--- src/rtl/display_arbiter.sv ---
// Two-requester arbiter for the four-digit 7-segment display: minimum hold time, round-robin
// ties and a one-cycle blanked gap on handover. Optional preemption: DISPLAY_ARBITER_PREEMPT_EN.
module display_arbiter #(
    parameter int unsigned TICK_DIV   = 12_500_000,
    parameter int unsigned HOLD_TICKS = 4,
    parameter int unsigned MAX_HOLD   = 16
) (
    input  logic        i_Clk,
    input  logic        i_Rst,
    input  logic        i_Req0,
    input  logic [15:0] i_Datos0,
    input  logic        i_Req1,
    input  logic [15:0] i_Datos1,
    output logic        o_Gnt0,
    output logic        o_Gnt1,
    output logic [3:0]  o_Datos1,
    output logic [3:0]  o_Datos2,
    output logic [3:0]  o_Datos3,
    output logic [3:0]  o_Datos4,
    output logic        o_Blank
);

    localparam int unsigned PrescW = $clog2(TICK_DIV);
`ifdef DISPLAY_ARBITER_PREEMPT_EN
    localparam bit PreemptEn = 1'b1;
`else
    localparam bit PreemptEn = 1'b0;
`endif

    typedef enum logic [1:0] {StIdle, StOwn0, StOwn1, StSwitch} state_e;

    state_e              r_state;
    logic                r_last;
    logic                r_target;
    logic                r_gnt0;
    logic                r_gnt1;
    logic                r_blank;
    logic [15:0]         r_dat;
    logic [PrescW-1:0]   r_presc;
    logic [7:0]          r_hold;

    logic                w_tick;
    logic [7:0]          w_hold_nxt;
    logic                w_hold_done;
    logic                w_own_id;
    logic                w_own_req;
    logic                w_oth_req;
    logic [15:0]         w_own_dat;
    logic                w_preempt;
    logic                w_enter;
    logic                w_enter_id;
    logic [15:0]         w_enter_dat;

    // Hold decisions use the count as it will be after this edge, so ownership ends
    // exactly HOLD_TICKS*TICK_DIV cycles after the grant edge.
    always_comb begin
        w_tick     = (r_presc == PrescW'(TICK_DIV - 1));
        w_hold_nxt = r_hold;
        if (w_tick && (r_hold != 8'hFF)) begin
            w_hold_nxt = r_hold + 8'd1;
        end
        w_hold_done = (w_hold_nxt >= 8'(HOLD_TICKS));
        w_own_id    = (r_state == StOwn1);
        w_own_req   = w_own_id ? i_Req1 : i_Req0;
        w_oth_req   = w_own_id ? i_Req0 : i_Req1;
        w_own_dat   = w_own_id ? i_Datos1 : i_Datos0;
        w_preempt   = PreemptEn && w_own_req && w_oth_req && (w_hold_nxt >= 8'(MAX_HOLD));

        w_enter    = 1'b0;
        w_enter_id = 1'b0;
        if (r_state == StIdle) begin
            w_enter    = i_Req0 || i_Req1;
            w_enter_id = (i_Req0 && i_Req1) ? ~r_last : i_Req1;
        end else if (r_state == StSwitch) begin
            w_enter    = r_target ? i_Req1 : i_Req0;
            w_enter_id = r_target;
        end
        w_enter_dat = w_enter_id ? i_Datos1 : i_Datos0;
    end

    always_ff @(posedge i_Clk) begin
        if (i_Rst) begin
            r_state  <= StIdle;
            r_last   <= 1'b1;
            r_target <= 1'b0;
            r_gnt0   <= 1'b0;
            r_gnt1   <= 1'b0;
            r_blank  <= 1'b1;
            r_dat    <= '0;
            r_presc  <= '0;
            r_hold   <= '0;
        end else if (w_enter) begin
            r_state <= w_enter_id ? StOwn1 : StOwn0;
            r_gnt0  <= ~w_enter_id;
            r_gnt1  <= w_enter_id;
            r_dat   <= w_enter_dat;
            r_last  <= w_enter_id;
            r_presc <= '0;
            r_hold  <= '0;
            r_blank <= 1'b0;
        end else begin
            unique case (r_state)
                StOwn0, StOwn1: begin
                    r_presc <= w_tick ? '0 : r_presc + PrescW'(1);
                    r_hold  <= w_hold_nxt;
                    if ((!w_own_req && w_hold_done) || w_preempt) begin
                        r_gnt0   <= 1'b0;
                        r_gnt1   <= 1'b0;
                        r_blank  <= 1'b1;
                        r_target <= ~w_own_id;
                        r_state  <= w_oth_req ? StSwitch : StIdle;
                    end else begin
                        // Dropped request freezes the digits but keeps ownership.
                        r_gnt0 <= w_own_req && !w_own_id;
                        r_gnt1 <= w_own_req && w_own_id;
                        if (w_own_req) begin
                            r_dat <= w_own_dat;
                        end
                    end
                end
                StSwitch: r_state <= StIdle;
                default: ;
            endcase
        end
    end

    assign o_Gnt0   = r_gnt0;
    assign o_Gnt1   = r_gnt1;
    assign o_Blank  = r_blank;
    assign o_Datos1 = r_dat[15:12];
    assign o_Datos2 = r_dat[11:8];
    assign o_Datos3 = r_dat[7:4];
    assign o_Datos4 = r_dat[3:0];

endmodule

--- config.mk ---
export PLATFORM = sky130hd
export DESIGN_NAME = display_arbiter
export DESIGN_NICKNAME = d
export VERILOG_FILES = /design/src/rtl/display_arbiter.sv
export SDC_FILE = /design/constraint.sdc
export NUM_CORES = 1
export LEC_CHECK = 0
export CAP_MARGIN = 20
export CORE_MARGIN = 1.5
export CORE_UTILIZATION = 47
export DETAILED_ROUTE_END_ITERATION = 10
export GPL_TIMING_DRIVEN = 0
export PLACE_DENSITY = 0.71
export SYNTH_ARGS = -nofsm -noshare
export SYNTH_HDL_FRONTEND = slang
export SYNTH_SLANG_ARGS = --single-unit
--- constraint.sdc ---
create_clock -name i_Clk -period 2.7 [get_ports i_Clk]
set_clock_uncertainty 0.1 [all_clocks]
set_input_delay 0.405 -clock i_Clk [delete_from_list [all_inputs] [get_ports i_Clk]]
set_output_delay 0.405 -clock i_Clk [all_outputs]
set_load 0.02 [all_outputs]
[Word-level counts from Yosys, hierarchy flattened]
Index checks and enable logic that the tools add are counted.
Cells by class
  add/subtract/negate cells: 2
  $mul: 0
  div/mod/pow operators: 0
  magnitude comparators: 1
  equality and inequality tests: 7
  shift operators: 0
  multiplexer cells: 30
  bitwise operators: 4
  reduce and logical (&&, ||, !) cells: 19
Operator list (count)
  16-bit 2-to-1 mux: 6
  24-bit by 1-bit adder with 24-bit output, second input constant: 1
  24-bit == test, second input constant: 1
  24-bit 2-to-1 mux: 1
  1-bit 2-to-1 mux: 17
  8-bit by 1-bit adder with 8-bit output, second input constant: 1
  8-bit by 3-bit >= comparator with 1-bit output, second input constant: 1
  2-bit 2-to-1 mux: 4
  8-bit 2-to-1 mux: 1
  8-bit != test, second input constant: 1
  3-bit AND reduction: 2
  2-bit nonzero test: 3
  1-bit logical AND: 5
  2-bit == test, second input constant: 2
  1-bit NOT: 4
  2-bit case mux with 2 select lines: 1
  2-bit AND reduction: 2
  2-bit OR reduction: 2
  3-bit != test, second input constant: 1
  3-bit nonzero test: 1
  2-bit by 1-bit == test with 1-bit output, second input constant: 1
  1-bit zero test: 2
  2-bit zero test: 1
  2-bit != test, second input constant: 1
  1-bit logical OR: 1
Storage, ports and cells
  bits in registers: 55
  bits in latches: 0
  bits in writable memories: 0
  ROM bits: 0
  input bits: 36
  output and inout port bits: 19
  word-level logic and storage cells: 72
  memories kept: 0

[Depth between registers and ports, before layout]
  depth after elaboration: 8
  mapped depth: 12
  gate-level depth less buffers: 8

[Worst setup path after synthesis]
No wires, ideal clock.
  kind: register to register
  start: reg r_presc[8]
  end: reg r_state[0]
  setup time: 123 ps
  data arrival time: 2129 ps
  data required time: 2477 ps
  slack: 348 ps
  cell stages (with the launch flop): 7
  buffers on the path: 0
  period minus slack after synthesis: 2352 ps
  path through: dfxtp_1 or4b_1 nor4_4 and4bb_1 o22ai_1 a211oi_2 mux2_1
Between the ends
  cells in the longest elaborated chain, start to end: 7
Ends and longest elaborated chain
  start: declaration: RTL line 39  | logic [PrescW-1:0] r_presc;
  start signal: assignment: RTL line 104  | r_presc <= w_tick ? '0 : r_presc + PrescW'(1);
  24-bit == test: RTL line 57  | w_tick = (r_presc == PrescW'(TICK_DIV - 1));
  1-bit logical AND: RTL line 59  | if (w_tick && (r_hold != 8'hFF)) begin
  8-bit 2-to-1 mux: RTL line 59
  8-bit by 3-bit >= comparator with 1-bit output: RTL line 62  | w_hold_done = (w_hold_nxt >= 8'(HOLD_TICKS));
  1-bit logical AND: RTL line 106  | if ((!w_own_req && w_hold_done) || w_preempt) begin
  3-bit != test (no line)
  2-bit AND reduction (no line)
  end signal: assignment: RTL line 83  | r_state <= StIdle;
  end signal: assignment: RTL line 111  | r_state <= w_oth_req ? StSwitch : StIdle;
  end signal: assignment: RTL line 121  | StSwitch: r_state <= StIdle;
  end: declaration: RTL line 32  | state_e r_state;
Every way passes these cells.
A chain may end at the register's enable or synchronous reset.

[Final worst setup path]
  start: reg r_presc[3]
  end: reg r_state[1]
The elaborated chain is that of the path after synthesis.

==> results by group <==
Hold path
  – Worst hold stages: 1
  – Min-Delay Endpoint: o_Blank$_SDFFE_PP1P_
  – Min-delay worst type: flop to flop
  – Hold path start: o_Blank$_SDFFE_PP1P_

Power
  – Clock network fraction of design power: 16.5%
  – Peak VDD IR: 0.000602 V
  – Net Sw Frac: 39.1%
  – P_int: 1.87 mW
  – P_leak: 1.28 nW
  – Comb pwr share: 48.6%
  – Reg power frac: 34.9%
  – Switching pwr: 1.20 mW
  – PD cells: 882 nW/um2

Global routing
  – Largest net degree at the start of global routing: 17
  – Initial antenna violation count: 0
  – Vias in the first global route: 2,215
  – GRT overflow: 0
  – Total GRT Usage: 19.4%
  – First-pass GRT wire length: 9740 um

Critical path
  – Crit Path Max Fanout: 8
  – Worst-case reg-to-reg path depth: 7
  – Worst EP required: 2.80 ns
  – CP max stage delay: 0.54 ns
  – RR Startpoint: r_presc[3]$_SDFFE_PP0P_
  – Cell Chain, Critical Path: or4bb_1, nor4_4, buf_4, and4bb_1, o22ai_1, a211oi_2, mux2_1
  – Slowest CP cell: or4bb_1
  – Setup Crit Path Kind: flop to flop
  – Crit start category: flop
  – Worst Setup End Kind: flop
  – R2r endpoint: r_state[1]$_SDFFE_PP0P_
  – R2r setup slk: 0.19 ns
  – Arr. time, crit path: 2.61 ns

Timing
  – Final setup violation count: 0
  – Worst setup margin: 0.188 ns
  – Final hold vios: 0
  – Post-route minimum period: 2.51 ns
  – Hold_ws: 0.374 ns
  – Final slew viol count: 0
  – Worst slew margin: 58.7%
  – Worst Tran Pin Value: 0.619 ns
  – Peak Freq: 0.398 GHz
  – Final period utilization: 93.0%
  – RSZ-0062 raised after global routing: false
  – TNS Setup: 0 ns

Synthesis
  – Netlist cell types: 44
  – Synth Instances: 319
  – Share of the synthesized area in the top cell type: 40.3%
  – Register area share after synthesis: 40.3%
  – Mean area per synthesized cell: 8.57 um2
  – Count leader, synth: nor2_1
  – Number of synthesized flops with an enable pin: 0
  – Fraction of registers with async set/reset: 0%
  – #FFs+latches synth: 55
  – Dominant cells by area after synthesis: dfxtp_1, nor2_1, mux2i_1, xnor2_1, a211oi_1
  – Main synth FF type: dfxtp_1
  – Ys Warns: 0
  – Top cells by count, synth: nor2_1, dfxtp_1, mux2i_1
  – Synth area leader: dfxtp_1
  – Post-Syn Nets: 360
  – Mapped cell area: 2740 um2

Floorplan
  – Core area: 5570 um2
  – Die area: 6290 um2
  – Io pins: 55
  – # rows: 27
  – Die H: 79.3 um
  – Die X: 79.3 um
  – Starting Density: 49.1%

Placed design
  – Port bufs: 53
  – DP HPWL: 4230 um
  – DP Cell Count: 444
  – Setup WS pre-CTS: -0.175 ns
  – Placer Congestion: 0.887

Clock tree
  – Clock buffer depth: 2
  – Clk pin slew, worst setup/hold paths: 0.10 ns
  – CTS tree: yes
  – Root Driver: clkbuf_8
  – Num CTS Buffers: 5
  – H-tree levels: 2
  – CTS sink cnt: 55
  – Worst-skew pair later-pin latency: 0.31 ns

Route
  – Starting DRT DRC Count: 159
  – Total Wirelength: 5660 um
  – Routed length per placed instance: 12.6 um
  – DR vias: 2,354
  – Drt via density: 5.22
  – ANT nets after route: 0
  – Pre-antenna DRT Iters: 4
  – # DRC: 0

Cells and area
  – Fin cells: 451
  – Post-route core utilization: 62.4%
  – Antenna diodes: 0
  – Final net count: 419
  – Area growth from synthesis to layout: 27.1%
  – Layout cells sized above 1: 5.01%
  – Fill count: 518

Run status
  – Status: completed

Job
  – Max-cap violations: 0
worst max path at each step:
stage	to	from	slack (ns)
finish	r_state[1]$_SDFFE_PP0P_	r_presc[3]$_SDFFE_PP0P_	0.19
global route	r_presc[23]$_SDFFE_PP0P_	r_state[0]$_SDFFE_PP0P_	0.05
CTS	r_dat[10]$_SDFFE_PP0P_	r_state[0]$_SDFFE_PP0P_	0.05
detailed placement	r_dat[10]$_SDFFE_PP0P_	i_Req0	-0.17
global placement	r_dat[12]$_SDFFE_PP0P_	i_Req0	-0.16
floorplan	r_state[0]$_SDFFE_PP0P_	r_presc[8]$_SDFFE_PP0P_	0.35
kinds of logic (layout without fill, tap and decap cells):
group                      Yosys count  in the layout  share of synthesized area (%)
AOI/OAI and AO/OA                   45             45                           11.4
and+or+nand+nor                    138            138                           25.1
muxes                               24             24                           9.06
adders and majority gates            5              5                           2.29
buffers and inverters               27             87                           3.84
xor gates and xnor gates            25             25                           8.01
DFF                                 55             55                           40.3
sequential cells by signal (all words and copies together) (netlist names):
register	cells
o_Blank	1
o_Gnt0	1
o_Gnt1	1
r_dat	16
r_hold	8
r_last	1
r_presc	24
r_state	2
r_target	1
metal layers:
metal  up-vias  global-route usage [%]  wire length (um)  share of wire [%]
met5         -                       0                 0                  0
met4         0                    3.16                12               0.21
met3         2                    7.13               363                6.4
met2        52                    31.6              2570                 45
met1      1080                    25.0              2710                 48
li1       1220                       -                 -                  -
power groups by stage:
stage	logic, mW	registers [mW]	clock network (mW)
CTS	1.50	1.07	0.516
floorplan	0.795	1.25	0
finish	1.49	1.07	0.506
detailed placement	1.49	1.08	0
global route	1.64	1.09	0.555
global placement	1.48	1.08	0
cell usage in the layout, fill, tap and decap left out, drive strengths merged, types with 6 or more instances in the layout:
cell | Yosys | routed
clkdlybuf4s50 | 0 | 53
nor2 | 62 | 62
xnor2 | 17 | 17
and3 | 6 | 6
a211oi | 20 | 20
dfxtp | 55 | 55
xor2 | 8 | 8
o21ai | 7 | 7
nor3 | 6 | 6
nand3 | 14 | 14
a21oi | 8 | 8
inv | 12 | 12
mux2i | 21 | 21
clkbuf | 12 | 17
nand2 | 18 | 18
critical path, delay by kind of cell, from the launching register on:
family,cells,cell delay [ns]
AO/OA/AOI/OAI,2,0.41
buffers and inverters,1,0.19
flip-flops,1,0.40
multiplexers,1,0.35
AND/OR/NAND/NOR,3,0.96
through the flow:
stage / cell area (um2) / power (mW)
2_1_floorplan: 2740 / 2.05
3_3_place_gp: 3360 / 2.56
3_5_place_dp: 3360 / 2.57
4_1_cts: 3460 / 3.09
5_1_grt: 3480 / 3.29
6_report: 3480 / 3.07
timing repair:
action,in CTS,in global routing
hold buffers,0,0
setup buffers,0,1
setup endpoints to repair,0,32
gates resized for setup,0,3
cell type report:
| class | count | area [um2] | share of cell area [%] |
|---|---|---|---|
| sequential | 55 | 1100 | 31.7 |
| multi-input combinational | 237 | 1550 | 44.5 |
| tap | 72 | 90.1 | 2.59 |
| inverter | 12 | 45.0 | 1.30 |
| clock inverter | 1 | 7.51 | 0.216 |
| buffer | 13 | 52.6 | 1.51 |
| clock buffer | 7 | 96.3 | 2.77 |
| timing repair buffer | 54 | 538 | 15.5 |
No activity file was read; power rests on OpenSTA's default activity.
